### src/rtl/kernel_call_sequencer.sv
// rtl/kernel_call_sequencer.sv - runs a start/idle/valid kernel N times per command and queues each retval
// Launches are held back until the result FIFO has room, so every return value has a reserved slot.
module kernel_call_sequencer #(
   parameter int DATA_W = 32,
   parameter int CNT_W  = 16,
   parameter int DEPTH  = 4
) (
   input  logic              __clk,
   input  logic              __reset,
   input  logic              cmd_valid,
   output logic              cmd_ready,
   input  logic [CNT_W-1:0]  cmd_count,
   output logic              k_start,
   input  logic              k_idle,
   input  logic              k_valid,
   input  logic [DATA_W-1:0] k_retval,
   output logic              res_valid,
   input  logic              res_ready,
   output logic [DATA_W-1:0] res_data,
   output logic              res_last,
   output logic              busy,
   output logic              spur_err
);

   localparam int          AW       = $clog2(DEPTH);
   localparam logic [AW:0] OCC_FULL = (AW+1)'(DEPTH);

   typedef enum logic [1:0] {
      S_IDLE,
      S_LAUNCH,
      S_WAIT
   } state_t;

   state_t            state_q, state_d;
   logic [CNT_W-1:0]  rem_q, rem_d;
   logic [AW-1:0]     wr_ptr_q, wr_ptr_d;
   logic [AW-1:0]     rd_ptr_q, rd_ptr_d;
   logic [AW:0]       occ_q, occ_d;
   logic [DATA_W:0]   mem_q [DEPTH];
   logic [DATA_W:0]   mem_d [DEPTH];
   logic              spur_q, spur_d;
   logic              push;
   logic              pop;

   assign k_start   = (state_q == S_LAUNCH) && k_idle && (occ_q < OCC_FULL);
   assign push      = (state_q == S_WAIT) && k_valid;
   assign res_valid = (occ_q != '0);
   assign pop       = res_valid && res_ready;
   assign res_data  = mem_q[rd_ptr_q][DATA_W-1:0];
   assign res_last  = mem_q[rd_ptr_q][DATA_W];
   assign cmd_ready = (state_q == S_IDLE);
   assign busy      = (state_q != S_IDLE);
   assign spur_err  = spur_q;

   always_comb begin
      state_d = state_q;
      rem_d   = rem_q;
      spur_d  = spur_q | (k_valid && (state_q != S_WAIT));
      case (state_q)
         S_IDLE: begin
            if (cmd_valid) begin
               rem_d = cmd_count;
               if (cmd_count != '0) begin
                  state_d = S_LAUNCH;
               end
            end
         end
         S_LAUNCH: begin
            if (k_start) begin
               state_d = S_WAIT;
            end
         end
         S_WAIT: begin
            if (k_valid) begin
               rem_d   = rem_q - CNT_W'(1);
               state_d = (rem_q == CNT_W'(1)) ? S_IDLE : S_LAUNCH;
            end
         end
         default: state_d = S_IDLE;
      endcase
   end

   // Show-ahead FIFO; the head entry carries the last-of-command flag in its top bit.
   always_comb begin
      mem_d    = mem_q;
      wr_ptr_d = wr_ptr_q;
      rd_ptr_d = rd_ptr_q;
      occ_d    = occ_q;
      if (push) begin
         mem_d[wr_ptr_q] = {(rem_q == CNT_W'(1)), k_retval};
         wr_ptr_d        = wr_ptr_q + AW'(1);
      end
      if (pop) begin
         rd_ptr_d = rd_ptr_q + AW'(1);
      end
      case ({push, pop})
         2'b10:   occ_d = occ_q + (AW+1)'(1);
         2'b01:   occ_d = occ_q - (AW+1)'(1);
         default: occ_d = occ_q;
      endcase
   end

   always_ff @(posedge __clk) begin
      if (__reset) begin
         state_q  <= S_IDLE;
         rem_q    <= '0;
         wr_ptr_q <= '0;
         rd_ptr_q <= '0;
         occ_q    <= '0;
         spur_q   <= 1'b0;
         for (int i = 0; i < DEPTH; i++) begin
            mem_q[i] <= '0;
         end
      end else begin
         state_q  <= state_d;
         rem_q    <= rem_d;
         wr_ptr_q <= wr_ptr_d;
         rd_ptr_q <= rd_ptr_d;
         occ_q    <= occ_d;
         spur_q   <= spur_d;
         mem_q    <= mem_d;
      end
   end

endmodule

### config.mk
export PLATFORM = sky130hd
export DESIGN_NAME = kernel_call_sequencer
export DESIGN_NICKNAME = d
export VERILOG_FILES = /design/src/rtl/kernel_call_sequencer.sv
export SDC_FILE = /design/constraint.sdc
export NUM_CORES = 1
export LEC_CHECK = 0
export BUFFER_PORTS_ARGS = -buffer_cell sky130_fd_sc_hd__buf_2
export CAP_MARGIN = 5
export CORE_MARGIN = 2
export CORE_UTILIZATION = 62
export DETAILED_ROUTE_END_ITERATION = 7
export PLACE_DENSITY_LB_ADDON = 0.05
export SLEW_MARGIN = 25
export SYNTH_ARGS = -nofsm -noshare
export SYNTH_HDL_FRONTEND = slang
export SYNTH_SLANG_ARGS = --single-unit
### constraint.sdc
create_clock -name __clk -period 4.4 [get_ports __clk]
set_input_delay 0 -clock __clk [delete_from_list [all_inputs] [get_ports __clk]]
set_output_delay 0 -clock __clk [all_outputs]
set_load 0.02 [all_outputs]
## Yosys cells after proc, flatten, opt, wreduce, memory -nomap -nowiden

Cells that the tools add are included.

| operators by class | value |
|---|---|
| div/mod/pow operators | 0 |
| $add $sub $neg | 5 |
| muxes and demuxes | 16 |
| bitwise gates (word level) | 3 |
| reductions and logical operators | 14 |
| equal/unequal tests | 10 |
| magnitude comparators | 4 |
| multipliers | 0 |
| shift-type cells | 0 |

Operator list:

| operator | count |
|---|---|
| bitwise mux 132 bit | 1 |
| two-way mux 33 bit | 3 |
| binary-select mux 33 bit (select 2 bit) | 1 |
| demux 33 bit (select 2 bit) | 1 |
| two-way mux 16 bit | 2 |
| case mux 16 bit (2 select lines) | 1 |
| == test 16 x 1 -> 1 bit (second input constant) | 1 |
| nonzero test 16 bit | 1 |
| subtractor 16 x 1 -> 16 bit (second input constant) | 1 |
| two-way mux 2 bit | 4 |
| != test 2 bit (second input constant) | 4 |
| >= comparator 3 bit (second input constant) | 2 |
| logical AND 1 bit | 6 |
| NOT 2 -> 3 bit | 2 |
| case mux 2 bit (3 select lines) | 1 |
| case mux 3 bit (2 select lines) | 1 |
| nonzero test 2 bit | 3 |
| adder 2 x 1 -> 2 bit (second input constant) | 2 |
| == test 2 x 1 -> 1 bit (second input constant) | 2 |
| == test 2 bit (second input constant) | 2 |
| AND reduction 4 bit | 1 |
| adder 3 x 1 -> 3 bit (second input constant) | 1 |
| less-than comparator 3 x 1 -> 1 bit (second input constant) | 1 |
| less-than comparator 3 bit (second input constant) | 1 |
| other kinds (7) | 7 |

| storage, ports and cells | value |
|---|---|
| memories kept | 0 |
| bits in read-only memories | 0 |
| output and inout port bits | 38 |
| input bits | 54 |
| logic and storage cells | 62 |
| bits in registers | 158 |
| bits in writable memories | 0 |
| bits in latches | 0 |

## Logic depth before layout (Yosys ltp)

| depth | value |
|---|---|
| word-level depth | 6 |
| gate-level depth with buffers | 10 |
| gate-level depth less buffers | 8 |

## Least setup slack after synthesis

OpenSTA, ideal clock, no wires.

| timing | value |
|---|---|
| path kind | reg2reg |
| start | reg state_q[1] |
| end | reg occ_q[2] |
| cell stages (with the launch flop) | 11 |
| arrival time | 2.045 ns |
| path buffers | 2 |
| period minus slack after synthesis | 2.116 ns |
| library setup time | 0.070 ns |
| slack | 2.284 ns |
| path through | dfxtp_1 buf_4 and3b_1 buf_2 inv_1 ha_1 inv_1 fa_1 xor2_1 or3_1 a21oi_1 |

| on the way | value |
|---|---|
| longest elaborated chain between the ends | 4 |

Ends and longest elaborated chain:

| element | RTL line | RTL |
|---|---|---|
| start: declaration | 34 | `state_t state_q, state_d;` |
| start signal: assignment | 115 | `state_q <= state_d;` |
| == test 2 bit (*) | 46 | `assign push = (state_q == S_WAIT) && k_valid;` |
| logical AND 1 bit (*) | 46 |  |
| == test 2 x 1 -> 1 bit / == test 2 bit (equally long branches) | 96 | `case ({push, pop})` |
| case mux 3 bit (2 select lines) / nonzero test 2 bit (equally long branches) | - |  |
| end signal: assignment | 109 | `occ_q <= '0;` |
| end signal: assignment | 119 | `occ_q <= occ_d;` |
| end: declaration | 38 | `logic [AW:0] occ_q, occ_d;` |

Mark *: on every way between the ends. The rest lies on a longest branch, timed or not.
A chain may end at the register's enable or synchronous reset.

## Final worst setup path

| timing | value |
|---|---|
| start | reg state_q[1] |
| end | reg mem_q[99] in the netlist's numbering |

| on the way | value |
|---|---|
| longest elaborated chain between the ends | 2 |

Ends and longest elaborated chain:

| element | RTL line | RTL |
|---|---|---|
| == test 2 bit | 46 |  |
| logical AND 1 bit | 46 |  |
| end signal: assignment | 121 | `mem_q <= mem_d;` |
| end: declaration | 39 | `logic [DATA_W:0] mem_q [DEPTH];` |

Every way passes these cells.

==> flow_summary.json <==
{
  "fin_cells": 1082,
  "hold_start": "cmd_count[8]",
  "gp_congestion": 0.8787,
  "synth_edf_count": 0,
  "clockBufferDepth": 2,
  "hold_viol": 0,
  "hp-class": "in -> reg",
  "r2r_start": "state_q[1]$_SDFFE_PP0P_",
  "synth_area_um2": 7023,
  "wirelength_um": 18380,
  "worstHoldEndpoint": "rem_q[8]$_SDFFE_PP0P_",
  "cts_tree": "done",
  "synthArstFlopShare": 0,
  "synth_flop_cell": "dfxtp_1",
  "io_buffers": 91,
  "postCtsResizedCells": 0,
  "r2r_cells": 5,
  "start_kind": "flip-flop",
  "ir_drop_mv": 0.3539,
  "ys_seq_elements": 158,
  "htreeDepth": 4,
  "yosysUniqueCellTypes": 60,
  "diodes": 0,
  "cts_made_buffers": 17,
  "grt_pass1_wl_um": 30060,
  "syn_to_final_growth_pct": 20.67,
  "drt-vias-per-instance": 5.982,
  "initial_core_util": 0.6422,
  "first_iter_violations": 601,
  "grt_overflow": 0,
  "tightest_slew_ps": 1018,
  "setup_viol": 0,
  "crit_start": "state_q[1]$_SDFFE_PP0P_",
  "finalClockSkew_ps": 8.950,
  "crit_type": "reg -> reg",
  "clk_latency_ps": 430,
  "slew_violations": 0,
  "power_density_nw_per_um2": 385.1,
  "synth_warnings": 0,
  "fp-row-count": 38,
  "max_slew_margin": 0.3213,
  "status": "finished clean",
  "wl_per_cell_um": 16.98,
  "clock_sinks": 158,
  "r2r_end": "mem_q[99]$_SDFFE_PP0P_",
  "grt_setup_unrepaired": "no",
  "vias": 6472,
  "antenna_found_initial": 0,
  "syn_inst": 831,
  "grt_max_degree": 89,
  "reg2reg_setup_slack_ps": 1830,
  "period_share": 0.5842,
  "syn_nets": 893,
  "hpwl_um": 11010,
  "p_leak_nw": 3.023,
  "final_net_count": 992,
  "n_fill_cell": 815,
  "grt_usage": 0.3019,
  "die_x_um": 110.4,
  "critPathCaptureType": "flip-flop",
  "worstHoldPathCells": 3,
  "tns_ps": 0,
  "firstDrtPassIters": 5,
  "cp_max_fo": 18,
  "yosysSeqAreaShare": 0.4504,
  "ant_nets": 0,
  "dp.cells": 1009,
  "fmax_mhz": 389.1,
  "core_area_um2": 10940,
  "grt_pass1_vias": 6374,
  "maxCapViolCount": 0,
  "fp.dieH_um": 110.4,
  "die_area_um2": 12190,
  "drcViolationCount": 0,
  "root_buffer": "clkbuf_16",
  "io_pins": 92,
  "fin_crit_ps": 2570,
  "clk_pin_slew_ps": 60,
  "drive_above_1_share": 0.1868,
  "synth.avg_cell_area_um2": 8.451,
  "required_ps": 4740,
  "arrival_ps": 2910
}
## critical path, cell delays in order (launching register included)
cell and delay [ps]:
dfxtp_1 690, and3b_1 520, and2_1 650, buf_4 370, nand2_1 100, a21oi_1 150
## power by group
part	leakage [nW]	internal (mW)	switching, mW	total (mW)
clock network	0.299	0.919	0.561	1.48
registers	1.28	1.45	0.0388	1.49
logic	1.45	0.123	0.168	0.291
total	3.02	2.50	0.767	3.26
## cell families (layout without fill, tap and decap cells)
kind of cell / after synthesis / in the layout / synth area share
AO/OA/AOI/OAI: 194 / 194 / 0.1539
XOR/XNOR: 5 / 5 / 0.006237
adder cells (fa/ha/maj): 8 / 8 / 0.01532
buffers and inverters: 74 / 185 / 0.04543
flip-flops: 158 / 158 / 0.4504
multiplexers: 35 / 35 / 0.1087
AND/OR/NAND/NOR: 357 / 357 / 0.2200
## synth_stat cells, drive strengths merged, types with 3 or more instances
library cell / instances / area (um^2)
nand2: 276 / 1036
dfxtp: 158 / 3163
a21oi: 150 / 750.7
buf: 33 / 165.2
mux4: 33 / 743.2
clkbuf: 30 / 112.6
nor2: 21 / 78.83
inv: 11 / 41.29
nand3: 11 / 60.06
o21ai: 8 / 40.04
ha: 7 / 87.58
a31oi: 6 / 37.54
nor4: 6 / 37.54
and2: 5 / 31.28
nand2b: 5 / 31.28
nor3: 5 / 52.55
a211oi: 4 / 35.03
nand3b: 4 / 30.03
or3: 4 / 25.02
a21o: 3 / 22.52
nand4: 3 / 18.77
nand4b: 3 / 26.28
nor2b: 3 / 26.27
nor3b: 3 / 22.52
o22ai: 3 / 18.77
xor2: 3 / 26.28
## sequential cells by signal (all words and copies together) (netlist names)
register and cells:
rem_q 16, state_q 2, spur_err 1, wr_ptr_q 2, mem_q 132, rd_ptr_q 2, occ_q 3
## cell usage in the layout, fill, tap and decap left out, drive strengths merged, types with 4 or more instances in the layout
| cell | synthesis | routed |
|---|---|---|
| a211oi | 4 | 4 |
| or3 | 4 | 4 |
| ha | 7 | 7 |
| nand2 | 276 | 276 |
| nor3 | 5 | 5 |
| o21ai | 8 | 8 |
| dfxtp | 158 | 158 |
| and2 | 5 | 5 |
| nand3b | 4 | 4 |
| clkinv | 0 | 4 |
| buf | 33 | 101 |
| nor2 | 21 | 21 |
| nand3 | 11 | 11 |
| inv | 11 | 11 |
| a21oi | 150 | 150 |
| a31oi | 6 | 6 |
| mux4 | 33 | 33 |
| dlygate4sd3 | 0 | 42 |
| clkbuf | 30 | 25 |
| nor4 | 6 | 6 |
| nand2b | 5 | 5 |
## layer usage
| metal | global-route usage | up-vias | share of wire |
|---|---|---|---|
| met5 | 0 | - | 0 |
| met4 | 0.1208 | 0 | 0.016 |
| met3 | 0.06915 | 32 | 0.077 |
| met2 | 0.5104 | 305 | 0.50 |
| met1 | 0.3752 | 3081 | 0.41 |
| li1 | - | 3054 | - |
## how the worst max path moves through the flow
stage,cells past startpoint,to
after global placement,8,occ_q[2]$_SDFFE_PP0P_
after global routing,8,occ_q[2]$_SDFFE_PP0P_
after CTS,8,occ_q[2]$_SDFFE_PP0P_
after floorplan,10,occ_q[2]$_SDFFE_PP0P_
after detailed placement,8,occ_q[2]$_SDFFE_PP0P_
final,5,mem_q[99]$_SDFFE_PP0P_
## area by class of cell
class	instances	area, um^2	share of cell area
Inverter	11	41.29	0.004872
Sequential cell	158	3166	0.3735
Timing Repair Buffer	143	953.4	0.1125
Clock inverter	6	80.08	0.009449
Multi-Input combinational cell	599	3543	0.4181
Clock buffer	25	515.5	0.06083
Tap cell	140	175.2	0.02067
## metrics by stage
stage | instance area (um^2) | setup WS [ps] | power, mW | hold WS, ps | utilization
2_1_floorplan | 7023 | 2284 | 1.685 | 136.0 | -
3_3_place_gp | 7456 | 2005 | 1.769 | 270.9 | 0.6818
3_5_place_dp | 7456 | 1862 | 1.776 | 278.0 | 0.6818
4_1_cts | 8472 | 1839 | 3.259 | 8.826 | 0.7747
5_1_grt | 8474 | 1652 | 3.353 | 33.45 | 0.7749
6_report | 8474 | 1830 | 3.264 | 12.29 | 0.7749
## timing repair
item,4_1_cts,5_1_grt
hold endpoints to repair,138,0
buffers inserted,0,0
setup endpoints to repair,0,0
hold buffers,42,0
No activity file was read; power rests on OpenSTA's default activity.
